--- config.mk ---
export PLATFORM = sky130hd
export DESIGN_NAME = hazard_control_unit
export DESIGN_NICKNAME = d
export VERILOG_FILES = /design/src/rtl/hazard_control_unit.sv
export SDC_FILE = /design/constraint.sdc
export NUM_CORES = 1
export LEC_CHECK = 0
export BUFFER_PORTS_ARGS = -buffer_cell sky130_fd_sc_hd__buf_2
export CORE_MARGIN = 1
export CORE_UTILIZATION = 40
export CTS_CLUSTER_SIZE = 8
export DETAILED_ROUTE_END_ITERATION = 10
export PLACE_DENSITY = 0.83
export SYNTH_ARGS = -nofsm -noshare
export SYNTH_HDL_FRONTEND = slang
export SYNTH_SLANG_ARGS = --single-unit
--- constraint.sdc ---
create_clock -name clk -period 2.3 [get_ports clk]
set_input_delay 0.46 -clock clk [delete_from_list [all_inputs] [get_ports clk]]
set_output_delay 0.46 -clock clk [all_outputs]
set_load 0.02 [all_outputs]
--- src/rtl/hazard_control_unit.sv ---
// rtl/hazard_control_unit.sv - pipeline hazard, branch-flush and memory-wait control
module hazard_control_unit (
    input  logic        clk,
    input  logic        reset,
    input  logic        IDEX_MemRead,
    input  logic [4:0]  IDEX_Rt,
    input  logic [4:0]  IFID_Rs,
    input  logic [4:0]  IFID_Rt,
    input  logic        IFID_UsesRt,
    input  logic        EXMEM_Branch,
    input  logic        EXMEM_Zero,
    input  logic [31:0] EXMEM_BranchAddress,
    input  logic        EXMEM_MemRead,
    input  logic        EXMEM_MemWrite,
    input  logic        mem_ready,
    output logic        PCWrite,
    output logic        IFID_Write,
    output logic        IDEX_Flush,
    output logic        IFID_Flush,
    output logic        EXMEM_Flush,
    output logic        PipeHold,
    output logic        PCSrc,
    output logic [31:0] BranchTarget,
    output logic        MemTimeout,
    output logic [15:0] StallCount,
    output logic [15:0] FlushCount
);

    typedef enum logic [1:0] {RUN, WAIT, STUCK} state_t;

    state_t     state;
    logic [3:0] wait_cnt;

    logic mem_req;
    logic mem_wait;
    logic br_taken;
    logic load_use;
    logic stall_evt;
    logic flush_evt;

    assign mem_req   = EXMEM_MemRead | EXMEM_MemWrite;
    assign mem_wait  = mem_req & ~mem_ready;
    assign br_taken  = EXMEM_Branch & EXMEM_Zero;
    assign load_use  = IDEX_MemRead & (IDEX_Rt != 5'd0) &
                       ((IDEX_Rt == IFID_Rs) | (IFID_UsesRt & (IDEX_Rt == IFID_Rt)));
    // A memory wait counts as a stall even though it outranks load-use
    assign stall_evt = ~reset & (mem_wait | (load_use & ~br_taken));
    assign flush_evt = ~reset & ~mem_wait & br_taken;

    // Pipeline control: priority reset > mem_wait > branch > load-use > normal
    always_comb begin
        PCWrite      = 1'b1;
        IFID_Write   = 1'b1;
        IDEX_Flush   = 1'b0;
        IFID_Flush   = 1'b0;
        EXMEM_Flush  = 1'b0;
        PipeHold     = 1'b0;
        PCSrc        = 1'b0;
        BranchTarget = 32'd0;
        if (reset) begin
            PCWrite     = 1'b0;
            IFID_Write  = 1'b0;
            IDEX_Flush  = 1'b1;
            IFID_Flush  = 1'b1;
            EXMEM_Flush = 1'b1;
        end else if (mem_wait) begin
            PipeHold   = 1'b1;
            PCWrite    = 1'b0;
            IFID_Write = 1'b0;
        end else if (br_taken) begin
            PCSrc        = 1'b1;
            BranchTarget = EXMEM_BranchAddress;
            IFID_Flush   = 1'b1;
            IDEX_Flush   = 1'b1;
            EXMEM_Flush  = 1'b1;
        end else if (load_use) begin
            PCWrite    = 1'b0;
            IFID_Write = 1'b0;
            IDEX_Flush = 1'b1;
        end
    end

    // Memory access tracker; timeout fires on the edge wait_cnt reaches 15
    always_ff @(posedge clk) begin
        if (reset) begin
            state      <= RUN;
            wait_cnt   <= 4'd0;
            MemTimeout <= 1'b0;
        end else begin
            case (state)
                RUN: begin
                    wait_cnt <= 4'd0;
                    if (mem_wait) state <= WAIT;
                end
                WAIT: begin
                    if (mem_ready) begin
                        state    <= RUN;
                        wait_cnt <= 4'd0;
                    end else begin
                        wait_cnt <= wait_cnt + 4'd1;
                        if (wait_cnt == 4'd14) begin
                            state      <= STUCK;
                            MemTimeout <= 1'b1;
                        end
                    end
                end
                STUCK: begin
                    if (mem_ready) begin
                        state    <= RUN;
                        wait_cnt <= 4'd0;
                    end
                end
                default: begin
                    state    <= RUN;
                    wait_cnt <= 4'd0;
                end
            endcase
        end
    end

    // Saturating performance counters
    always_ff @(posedge clk) begin
        if (reset) begin
            StallCount <= 16'd0;
            FlushCount <= 16'd0;
        end else begin
            if (stall_evt && StallCount != 16'hFFFF) StallCount <= StallCount + 16'd1;
            if (flush_evt && FlushCount != 16'hFFFF) FlushCount <= FlushCount + 16'd1;
        end
    end

endmodule
==> impl_results.md, run 1 <==
* Outcome: completed
* DRT Wirelength at 6395 um
* Die X at slightly below 80 um
* Switching Share at between 20% and 30%
* Commonest cells after routing, fill and taps aside: 125 x buf_2, 39 x dfxtp_1, 33 x and2_1, 31 x nor2_1, 21 x nand2_1
* Worst Tran Pin Value at 0.3903 ns
* Highest cell delay on the worst timing path at 0.53 ns
* IO buf count at between 100 and 150
* Post-synth ARST share at 0%
* 1st-iter DRT viols at 126
* Type of origin of the critical path: input port
* Worst hold path class: reg -> reg
* Sw Pwr at 0.0003845 W
* Share of post-route cells with drive strength above 1 at between 30% and 40%
* Antenna viol nets, final at 0
* Post-synth EDFFs at 0
* Syn Inst Count at between 200 and 300
* Placement Cell Area at 3089 um2
* Routability Congestion at 0.8702
* Global-route wire length before repair at 10290 um
* Total gr overflow at 0
* # diodes at 0
* Logic pwr share at between 10% and 20%
* WHS Path Cells at 2
* Clock share of power at 33.6%
* Post-route cell area at 3191 um2
* GRT Total Usage at 21.04%
* Reg2Reg Depth at 8
* Clock root cell: clkbuf_8
* Sequential fraction of the synthesis area at ~33%
* Longest Clk Path Bufs at 2
* Lkg Pwr at 1.465 nW
* Critical path cell sequence: buf_2 -> or4_4 -> o21a_1 -> buf_4 -> nand3_1 -> nand2_1 -> buf_2
* DRC violations left at 0
* Synth cell types at 45
* FF+latch count, synth at 39
* Mapped Area at 2350 um2
* DIE AREA at roughly 6200 um2
* Starting Density at 42.15%
* Synthesized net count at 351
* Vias per cell at 5.190
* Clock Skews at about 0.0044 ns
* Critical Path RT at 1.84 ns
* Hold_ws at 0.4732 ns
* FILL cells at 525
* Critical Path Fanout Max at 3
* Via count at between 2000 and 3000
* Initial antenna violation count at 0
* Synth warn at 0
* Inserted Clock Buffers at 5
* Commonest non-fill, non-tap cell in the layout: buf_2
* IO Pins at 128
* Row cnt at 27
* Slew margin rel. at 73.90%
* Pins Over Slew Limit at 0
* Syn-to-layout area delta at 35.78%
* Post-synth top flop: dfxtp_1
* DR WL/cell at 13.05 um
* Critical path type: in -> out
* Worst-path clk slew at 0.08 ns
* Core area at 5574 um2
* Die height at 78.65 um
* TritonRoute pass-1 iters at 4
* Max VDD drop at between 200 and 250 uV
* Post-DP HPWL at 4959 um
* Nets at 477
* Register Area at roughly 780 um2
* CP dominant cell by count: buf_2
* Area of the multi-input gates at 1468 um2
* Critical path data arrival time at approximately 1.8 ns
* Final Hold Vio Count at 0
* Internal Power at 0.0009948 W
* Vias in the first global route at 2379
* Crit share post-route at 98.15%
* Final worst path period need at 2.258 ns
* Syn Area/Cell at approximately 8.1 um2
* Max cap viols at 0
* Worst-skew pair later-pin latency at 0.29 ns
* CTS sink cnt at 39
* Final setup vio count at 0
* H-tree depth at 2
* CP max stage cell: or4_4
* Fmax at ~440 MHz
* Pwr Density at 432.3 nW/um2
* Largest net degree at the start of global routing at 37
* CTS tree: yes
* CP Capture Type: output port
* Seq pwr share at approximately half
## logic make-up (layout without fill, tap and decap cells)
logic type	count (synthesis)	in the layout	share of synthesized area [%]
flip-flops	39	39	33.23
buffers and inverters	26	153	5.218
adder cells (fa/ha/maj)	4	4	2.130
AND/OR/NAND/NOR	152	152	34.72
XOR/XNOR	22	22	8.200
AO/OA/AOI/OAI	41	41	13.31
multiplexers	7	7	3.195
## critical path, delay by kind of cell
kind	cells	cell delay, ns
simple gates	3	0.67
buf+inv	3	0.43
compound gates	1	0.24
## cell type report
class	count	area share (%)
clock buffer	6	2.275
clock inverter	2	0.3922
inverter	11	1.294
multi-input combinational	226	46.00
sequential	39	24.47
tap	72	2.824
timing repair buffer	134	22.75
## power by group through the flow
stage	Clock [W]	Sequential (W)	Combinational [W]
floorplan	0	0.000704	0.000129
global placement	0	0.000701	0.000219
detailed placement	0	0.000701	0.000225
CTS	0.000477	0.000685	0.000225
global route	0.000513	0.000686	0.000249
finish	0.000464	0.000685	0.000230
## Yosys cell counts (all sizes together), types with 5 or more instances
cell type,n,area share (%)
and2,33,8.8
nor2b,6,1.6
o21ai,5,1.1
nor3,6,1.8
a21oi,13,3.2
xor2,7,2.6
and3,6,1.6
clkbuf,9,1.4
nand2,22,3.6
nand4,8,2.1
buf,6,2.0
inv,11,1.8
or4,6,1.9
nor4,9,2.4
nor2,31,5.0
xnor2,15,5.6
dfxtp,39,33
nand3,16,3.4
## state kept, by name, summed over array words and instances, names as in the netlist
signal / flops
FlushCount: 16
StallCount: 16
wait_cnt: 4
state: 2
MemTimeout: 1
## routing by layer
layer	vias to the layer above	share of wire, %	GRT usage, %	wire length, um
met1	1171	38	21.59	2449
met2	97	55	41.13	3517
met5	-	0	0	0
li1	1267	-	-	-
met3	8	5.5	4.535	350
met4	0	1.2	7.407	78
## final timing paths
path	startpoint	to	slack, ns
worst max-delay path	IDEX_Rt[1]	IDEX_Flush	0.04
worst min-delay path	MemTimeout	MemTimeout	0.47
worst min register to register	MemTimeout	MemTimeout	0.47
worst max register to register	StallCount[0]	StallCount[7]	0.36
## repair_timing
item,4_1_cts,5_1_grt
hold buffers,0,0
resized for setup,0,5
setup endpoints to repair,0,3
setup buffers,0,0
## stage by stage
step / instances / worst slack, ns / utilization [%] / power [W] / TNS, ns
6_report: 490 / 0.04250 / 57.24 / 0.001379 / 0
5_1_grt: 490 / -0.01153 / 57.24 / 0.001448 / -0.01153
4_1_cts: 490 / 0.04977 / 56.95 / 0.001388 / 0
3_5_place_dp: 482 / -0.004967 / 55.42 / 0.0009261 / -0.008924
3_3_place_gp: 482 / 0.04792 / 55.42 / 0.0009201 / 0
2_1_floorplan: 291 / 0.01417 / - / 0.0008326 / 0
Power figures use the tool's default switching activity.
==> run 2, diff against run 1 <==
--- a/config.mk
+++ b/config.mk
@@ -6,7 +6,7 @@
 export NUM_CORES = 1
 export LEC_CHECK = 0
 export BUFFER_PORTS_ARGS = -buffer_cell sky130_fd_sc_hd__buf_2
-export CORE_MARGIN = 1
+export CORE_MARGIN = 3
 export CORE_UTILIZATION = 40
 export CTS_CLUSTER_SIZE = 8
 export DETAILED_ROUTE_END_ITERATION = 10
==> constraint.sdc (replaced) <==
create_clock -name clk -period 2.3 [get_ports clk]
set_input_delay 0 -clock clk [delete_from_list [all_inputs] [get_ports clk]]
set_output_delay 0 -clock clk [all_outputs]
set_load 0.02 [all_outputs]
==> impl_results.md, run 2 (synthesized netlist as in run 1, its figures left out) <==
* Initial antenna violation count at 0 (unchanged)
* Longest Clk Path Bufs at 2 (unchanged)
* Clock Skews at 0.002989 ns (-0.001409 ns)
* Nets at 473 (-0.84%)
* Via count at 2523 (-0.79%)
* Commonest non-fill, non-tap cell in the layout: buf_2
* Vias in the first global route at 2422 (+1.8%)
* Routability Congestion at 0.7967 (-8.4%)
* Type of origin of the critical path: flip-flop
* RR Startpoint: StallCount[0]
* Slew margin rel. at 73.10% (-0.81 points)
* Critical Path Fanout Max at 25 (+22)
* H-tree depth at 2 (unchanged)
* Row cnt at 27 (unchanged)
* FILL cells at 550 (+4.8%)
* Post-cts sizing count at 0 (unchanged)
* Final setup vio count at 0 (unchanged)
* Worst Tran Pin Value at 0.4021 ns (+0.01183 ns)
* Pre-CTS WS at 0.3238 ns (+0.3288 ns)
* Pins Over Slew Limit at 0 (unchanged)
* Worst setup margin at 0.2985 ns (+0.2560 ns)
* Critical path data arrival time at 2.18 ns (+0.38 ns)
* Post-DP HPWL at 4972 um (+0.27%)
* Inserted Clock Buffers at 5 (unchanged)
* Final Hold Vio Count at 0 (unchanged)
* Vias per cell at 5.191 (about the same)
* Starting Density at 41.90% (-0.25 points)
* Share of post-route cells with drive strength above 1 at 36.71% (-1.1 points)
* Sum Neg Setup Slack at 0 ns (unchanged)
* Crit path to: StallCount[15]
* Placed cells at 478 (-0.83%)
* Top Registers: FlushCount (16), StallCount (16), wait_cnt (4)
* CTS sink cnt at 39 (unchanged)
* Core area at 5608 um2 (+0.61%)
* RR Endpoint: StallCount[15]
* Largest net degree at the start of global routing at 35 (-5.4%)
* Busiest layer in global routing: met2
* IO Pins at 128 (unchanged)
* Pwr Density at 434.6 nW/um2 (+0.54%)
* GR Layer Usage met3 at 4.447% (-0.088 points)
* Commonest cells after routing, fill and taps aside: 127 x buf_2, 39 x dfxtp_1, 33 x and2_1, 31 x nor2_1, 21 x nand2_1
* Non-Filler Instances at 486 (-0.82%)
* CP Capture Type: flip-flop
* Critical path type: reg -> reg
* Fmax at 499.6 MHz (+13%)
* Highest cell delay on the worst timing path at 0.39 ns (-0.14 ns)
* Reg2Reg Depth at 7 (-1)
* TritonRoute pass-1 iters at 4 (unchanged)
* Antenna viol nets, final at 0 (unchanged)
* Tot Pwr at 0.001348 W (-2.3%)
* DIE AREA at 6830 um2 (+10%)
* Placement Cell Area at 3017 um2 (-2.3%)
* Max VDD drop at 186.2 uV (-18%)
* Die X at 82.65 um (+5.1%)
* Largest delay share family, worst path: simple AND/OR/NAND/NOR gates
* Critical Path Stages at 7 (unchanged)
* Crit path launch: StallCount[0]
* # diodes at 0 (unchanged)
* Grt met2 use at 34.70% (-6.4 points)
* Worst Path Buf+Inv at 0 (-3)
* Post-route cell area at 3102 um2 (-2.8%)
* Critical path cell sequence: ha_1 -> nand3_1 -> nor4_1 -> nand3_1 -> nand2_2 -> nor4_1 -> mux2_2
* Final worst path period need at 2.002 ns (-0.2560 ns)
* Met1 global-route usage at 19.87% (-1.7 points)
* Crit share post-route at 87.02% (-11 points)
* Clock root cell: clkbuf_8
* 1st-iter DRT viols at 70 (-44%)
* Worst-skew pair later-pin latency at 0.29 ns (about the same)
* Outcome: completed
* DR WL/cell at 12.62 um (-3.3%)
* Die height at 82.65 um (+5.1%)
* Lkg Pwr at 1.431 nW (-2.3%)
* CTS tree: yes
* Max cap viols at 0 (unchanged)
* Critical Path RT at 2.48 ns (+0.64 ns)
* DRC violations left at 0 (unchanged)
* Worst-path clk slew at 0.08 ns (about the same)
* CP max stage cell: dfxtp_1
* Post-CTS setup buffer count at 0 (unchanged)
* IO buf count at 127 (unchanged)
* R2r setup slk at 0.30 ns (-0.06 ns)
* GRT Total Usage at 18.27% (-2.8 points)
* Total gr overflow at 0 (unchanged)
* Global-route wire length before repair at 9984 um (-2.9%)
* Worst hold path class: in -> reg
* Syn-to-layout area delta at 32.00%
* RSZ-0062 raised after global routing: no
* DRT Wirelength at 6133 um (-4.1%)
* Hold bufs inserted after CTS at 0 (unchanged)
## run 2: routing by layer
layer,part of all wire (%),routed length (um)
met3,8.4,513
met1,39,2369
met5,0,0
met2,52,3185
met4,1.0,64
## run 2: worst min path at each step
stage                                      start               to  slack (ns)  depth (start not counted)
after floorplan           EXMEM_BranchAddress[0]  BranchTarget[0]        0.18                          1
after global placement                     reset       MemTimeout        0.30                          2
after detailed placement                   reset       MemTimeout        0.31                          2
after CTS                                  reset       MemTimeout      0.0008                          2
after global routing                       reset       MemTimeout        0.03                          2
final                                      reset       MemTimeout       0.006                          2
## run 2: layout make-up
class / instances / area (um2) / area share (%)
multi-input combinational: 226 / 1446 / 46.63
sequential: 39 / 780.7 / 25.17
timing repair buffer: 130 / 658.1 / 21.22
tap: 72 / 90.09 / 2.904
clock buffer: 6 / 72.57 / 2.340
inverter: 11 / 41.29 / 1.331
clock inverter: 2 / 12.51 / 0.4034
## run 2: worst reg2reg max path: stages (launching register included)
cell	delay, ns
dfxtp_1	0.39
ha_1	0.21
nand3_1	0.10
nor4_1	0.30
nand3_1	0.15
nand2_2	0.34
nor4_1	0.12
mux2_2	0.28
## run 2: metrics by stage
stage,util [%],hold slack [ns]
6_report,55.31,0.006259
5_1_grt,55.31,0.02574
4_1_cts,55.31,0.0008401
3_5_place_dp,53.79,0.3125
3_3_place_gp,53.79,0.3020
2_1_floorplan,-,0.1827
## run 2: power breakdown
| part | internal [W] | total, W | switching (W) |
|---|---|---|---|
| Clock | 0.000212 | 0.000455 | 0.000243 |
| Sequential | 0.000679 | 0.000685 | 0.00000587 |
| Combinational | 0.0000882 | 0.000208 | 0.000119 |
==> run 3, diff against run 2 <==
--- a/config.mk
+++ b/config.mk
@@ -5,12 +5,13 @@
 export SDC_FILE = /design/constraint.sdc
 export NUM_CORES = 1
 export LEC_CHECK = 0
+export ABC_AREA = 1
 export BUFFER_PORTS_ARGS = -buffer_cell sky130_fd_sc_hd__buf_2
 export CORE_MARGIN = 3
 export CORE_UTILIZATION = 40
 export CTS_CLUSTER_SIZE = 8
 export DETAILED_ROUTE_END_ITERATION = 10
-export PLACE_DENSITY = 0.83
+export PLACE_DENSITY = 0.81
 export SYNTH_ARGS = -nofsm -noshare
 export SYNTH_HDL_FRONTEND = slang
 export SYNTH_SLANG_ARGS = --single-unit
==> impl_results.md, run 3 <==
* Outcome: completed
* Max VDD drop at 248.4 uV (+33%)
* IO buf count at 127 (unchanged)
* Critical Path Fanout Max at 17 (-32%)
* CTS sink cnt at 39 (unchanged)
* Post-route cell area at 3466 um2 (+12%)
* Largest cells by area after synthesis: dfxtp_1 29%, nand2_1 13%, inv_1 12%, nor2_1 8.8%, nand4_1 4.7%
* H-tree depth at 2 (unchanged)
* Share of post-route cells with drive strength above 1 at 29.08% (-7.6 points)
* Syn Area/Cell at 6.152 um2 (-24%)
* CTS tree: yes
* RSZ-0062 raised after global routing: no
* Post-synth EDFFs at 0 (unchanged)
* R2r setup slk at 0.19 ns (-0.11 ns)
* GRT Total Usage at 18.73% (+0.46 points)
* Worst Path Buf+Inv at 0 (unchanged)
* Commonest non-fill, non-tap cell in the layout: buf_2
* Crit share post-route at 91.92% (+4.9 points)
* Routability Congestion at 0.9007 (+13%)
* Pwr Density at 433.7 nW/um2 (-0.22%)
* Core area at 6386 um2 (+14%)
* 1st-iter DRT viols at 128 (+83%)
* Most numerous cell in the Yosys netlist: nand2_1
* Post-cts sizing count at 0 (unchanged)
* Nets at 616 (+30%)
* CP Capture Type: flip-flop
* Longest Clk Path Bufs at 2 (unchanged)
* Vias in the first global route at 2689 (+11%)
* Post-synth ARST share at 0% (unchanged)
* Inserted Clock Buffers at 5 (unchanged)
* Slew margin rel. at 56.39% (-17 points)
* # diodes at 0 (unchanged)
* Post-synth top area share at 29.38% (-3.8 points)
* Total gr overflow at 0 (unchanged)
* Antenna viol nets, final at 0 (unchanged)
* DIE AREA at 7658 um2 (+12%)
* Crit path launch: StallCount[0]
* Highest cell delay on the worst timing path at 0.43 ns (+0.04 ns)
* Via count at 3011 (+19%)
* Syn Inst Count at 432 (+48%)
* RR Startpoint: StallCount[0]
* CP max stage cell: dfxtp_1
* Synthesized net count at 492 (+40%)
* Worst-skew pair later-pin latency at 0.30 ns (about the same)
* Mapped Area at 2658 um2 (+13%)
* Critical path cell sequence: ha_1 -> nand2_2 -> nor3b_4 -> nand2_2 -> nor2_4 -> nand3_4 -> nand3_4 -> nand2_1 -> a21oi_2
* Crit path to: StallCount[13]
* DRT Wirelength at 7356 um (+20%)
* Commonest cells after routing, fill and taps aside: 127 x buf_2, 91 x nand2_1, 85 x inv_1, 62 x nor2_1, 39 x dfxtp_1
* Post-synth top cells: 91 x nand2_1, 85 x inv_1, 62 x nor2_1
* Clock Skews at 0.008556 ns (+0.005567 ns)
* Post-DP HPWL at 5717 um (+15%)
* Worst-path clk slew at 0.08 ns (about the same)
* Largest area contributor in the netlist: dfxtp_1
* Pins Over Slew Limit at 0 (unchanged)
* Max cap viols at 0 (unchanged)
* Synth cell types at 31 (-31%)
* Clock root cell: clkbuf_8
* Final Hold Vio Count at 0 (unchanged)
* Global-route wire length before repair at 11610 um (+16%)
* Top Registers: FlushCount (16), StallCount (16), wait_cnt (4)
* Sum Neg Setup Slack at 0 ns (unchanged)
* FF+latch count, synth at 39 (unchanged)
* TritonRoute pass-1 iters at 5 (+1)
* Worst Tran Pin Value at 0.6542 ns (+0.2521 ns)
* Reg2Reg Depth at 9 (+2)
* Critical Path Stages at 9 (+2)
* Largest delay share family, worst path: simple AND/OR/NAND/NOR gates
* Lkg Pwr at 1.817 nW (+27%)
* Hold_ws at 0.03073 ns (+0.02447 ns)
* Sequential fraction of the synthesis area at 29.38% (-3.8 points)
* DR WL/cell at 11.60 um (-8.1%)
* Placement Cell Area at 3348 um2 (+11%)
* Post-synth top flop: dfxtp_1
* Final worst path period need at 2.114 ns (+0.1126 ns)
* Worst hold path class: in -> reg
* Row cnt at 29 (+7.4%)
* Final setup vio count at 0 (unchanged)
* FILL cells at 625 (+14%)
* Initial antenna violation count at 0 (unchanged)
* Hold bufs inserted after CTS at 0 (unchanged)
* Die X at 87.51 um (+5.9%)
* Vias per cell at 4.749 (-8.5%)
* Post-CTS setup buffer count at 0 (unchanged)
* Critical path data arrival time at 2.34 ns (+0.16 ns)
* Largest net degree at the start of global routing at 33 (-5.7%)
* Fmax at 473.0 MHz (-5.3%)
* Starting Density at 41.61% (-0.29 points)
* Critical Path RT at 2.52 ns (+0.04 ns)
* Critical path type: reg -> reg
* DRC violations left at 0 (unchanged)
* Synth warn at 0 (unchanged)
* Type of origin of the critical path: flip-flop
* Die height at 87.51 um (+5.9%)
* RR Endpoint: StallCount[13]
* IO Pins at 128 (unchanged)
* Syn-to-layout area delta at 30.41%
* Final core occ at 54.27% (-1.0 points)
[run 3: cell type report]
cell class / count / area (um2) / area share [%]
multi-input cells: 290 / 1471 / 42.45
clock inverters: 2 / 35.03 / 1.011
repair buffers: 131 / 665.6 / 19.21
inverters: 89 / 334.1 / 9.639
clock buffers: 6 / 82.58 / 2.383
well taps: 77 / 96.34 / 2.780
flip-flops and latches: 39 / 780.7 / 22.53
[run 3: how the worst min path moves through the flow]
stage               depth (start not counted)              startpoint               to
finish                                      4               mem_ready         state[1]
floorplan                                   2  EXMEM_BranchAddress[0]  BranchTarget[0]
CTS                                         4               mem_ready         state[1]
global route                                4               mem_ready         state[1]
detailed placement                          4  EXMEM_BranchAddress[2]  BranchTarget[2]
global placement                            4  EXMEM_BranchAddress[9]  BranchTarget[9]
[run 3: logic make-up (layout without fill, tap and decap cells)]
group,Yosys count,in the layout,share of synthesized area (%)
buffers and inverters,103,228,15.25
adders and majority gates,4,4,1.883
xor gates and xnor gates,14,14,4.614
and+or+nand+nor,216,216,36.49
AOI/OAI and AO/OA,56,56,12.38
DFF,39,39,29.38
[run 3: where the power goes]
part / total, W / switching, W / internal (W)
Combinational: 0.000222 / 0.000140 / 0.0000819
Clock: 0.000595 / 0.000244 / 0.000351
Sequential: 0.000686 / 0.00000537 / 0.000680
Total: 0.00150 / 0.000390 / 0.00111
[run 3: worst register-to-register path: stages, from the launching register on]
cell and delay (ns):
dfxtp_1 0.43, ha_1 0.24, nand2_2 0.09, nor3b_4 0.29
nand2_2 0.13, nor2_4 0.12, nand3_4 0.20, nand3_4 0.27
nand2_1 0.13, a21oi_2 0.13
[run 3: per-layer routing]
metal	share of wire [%]	track usage, %	vias up
li1	-	-	1592
met1	44	23.12	1335
met2	50	32.05	72
met3	4.7	4.730	12
met4	1.3	5.579	0
met5	0	0	-
[run 3: metrics by stage]
| stage | power, W | setup slack, ns | instances |
|---|---|---|---|
| after global routing | 0.001581 | 0.06779 | 634 |
| final | 0.001503 | 0.1859 | 634 |
| after floorplan | 0.0008331 | 0.3919 | 432 |
| after detailed placement | 0.0009230 | 0.2007 | 626 |
| after CTS | 0.001522 | 0.2025 | 634 |
| after global placement | 0.0009161 | 0.2873 | 626 |
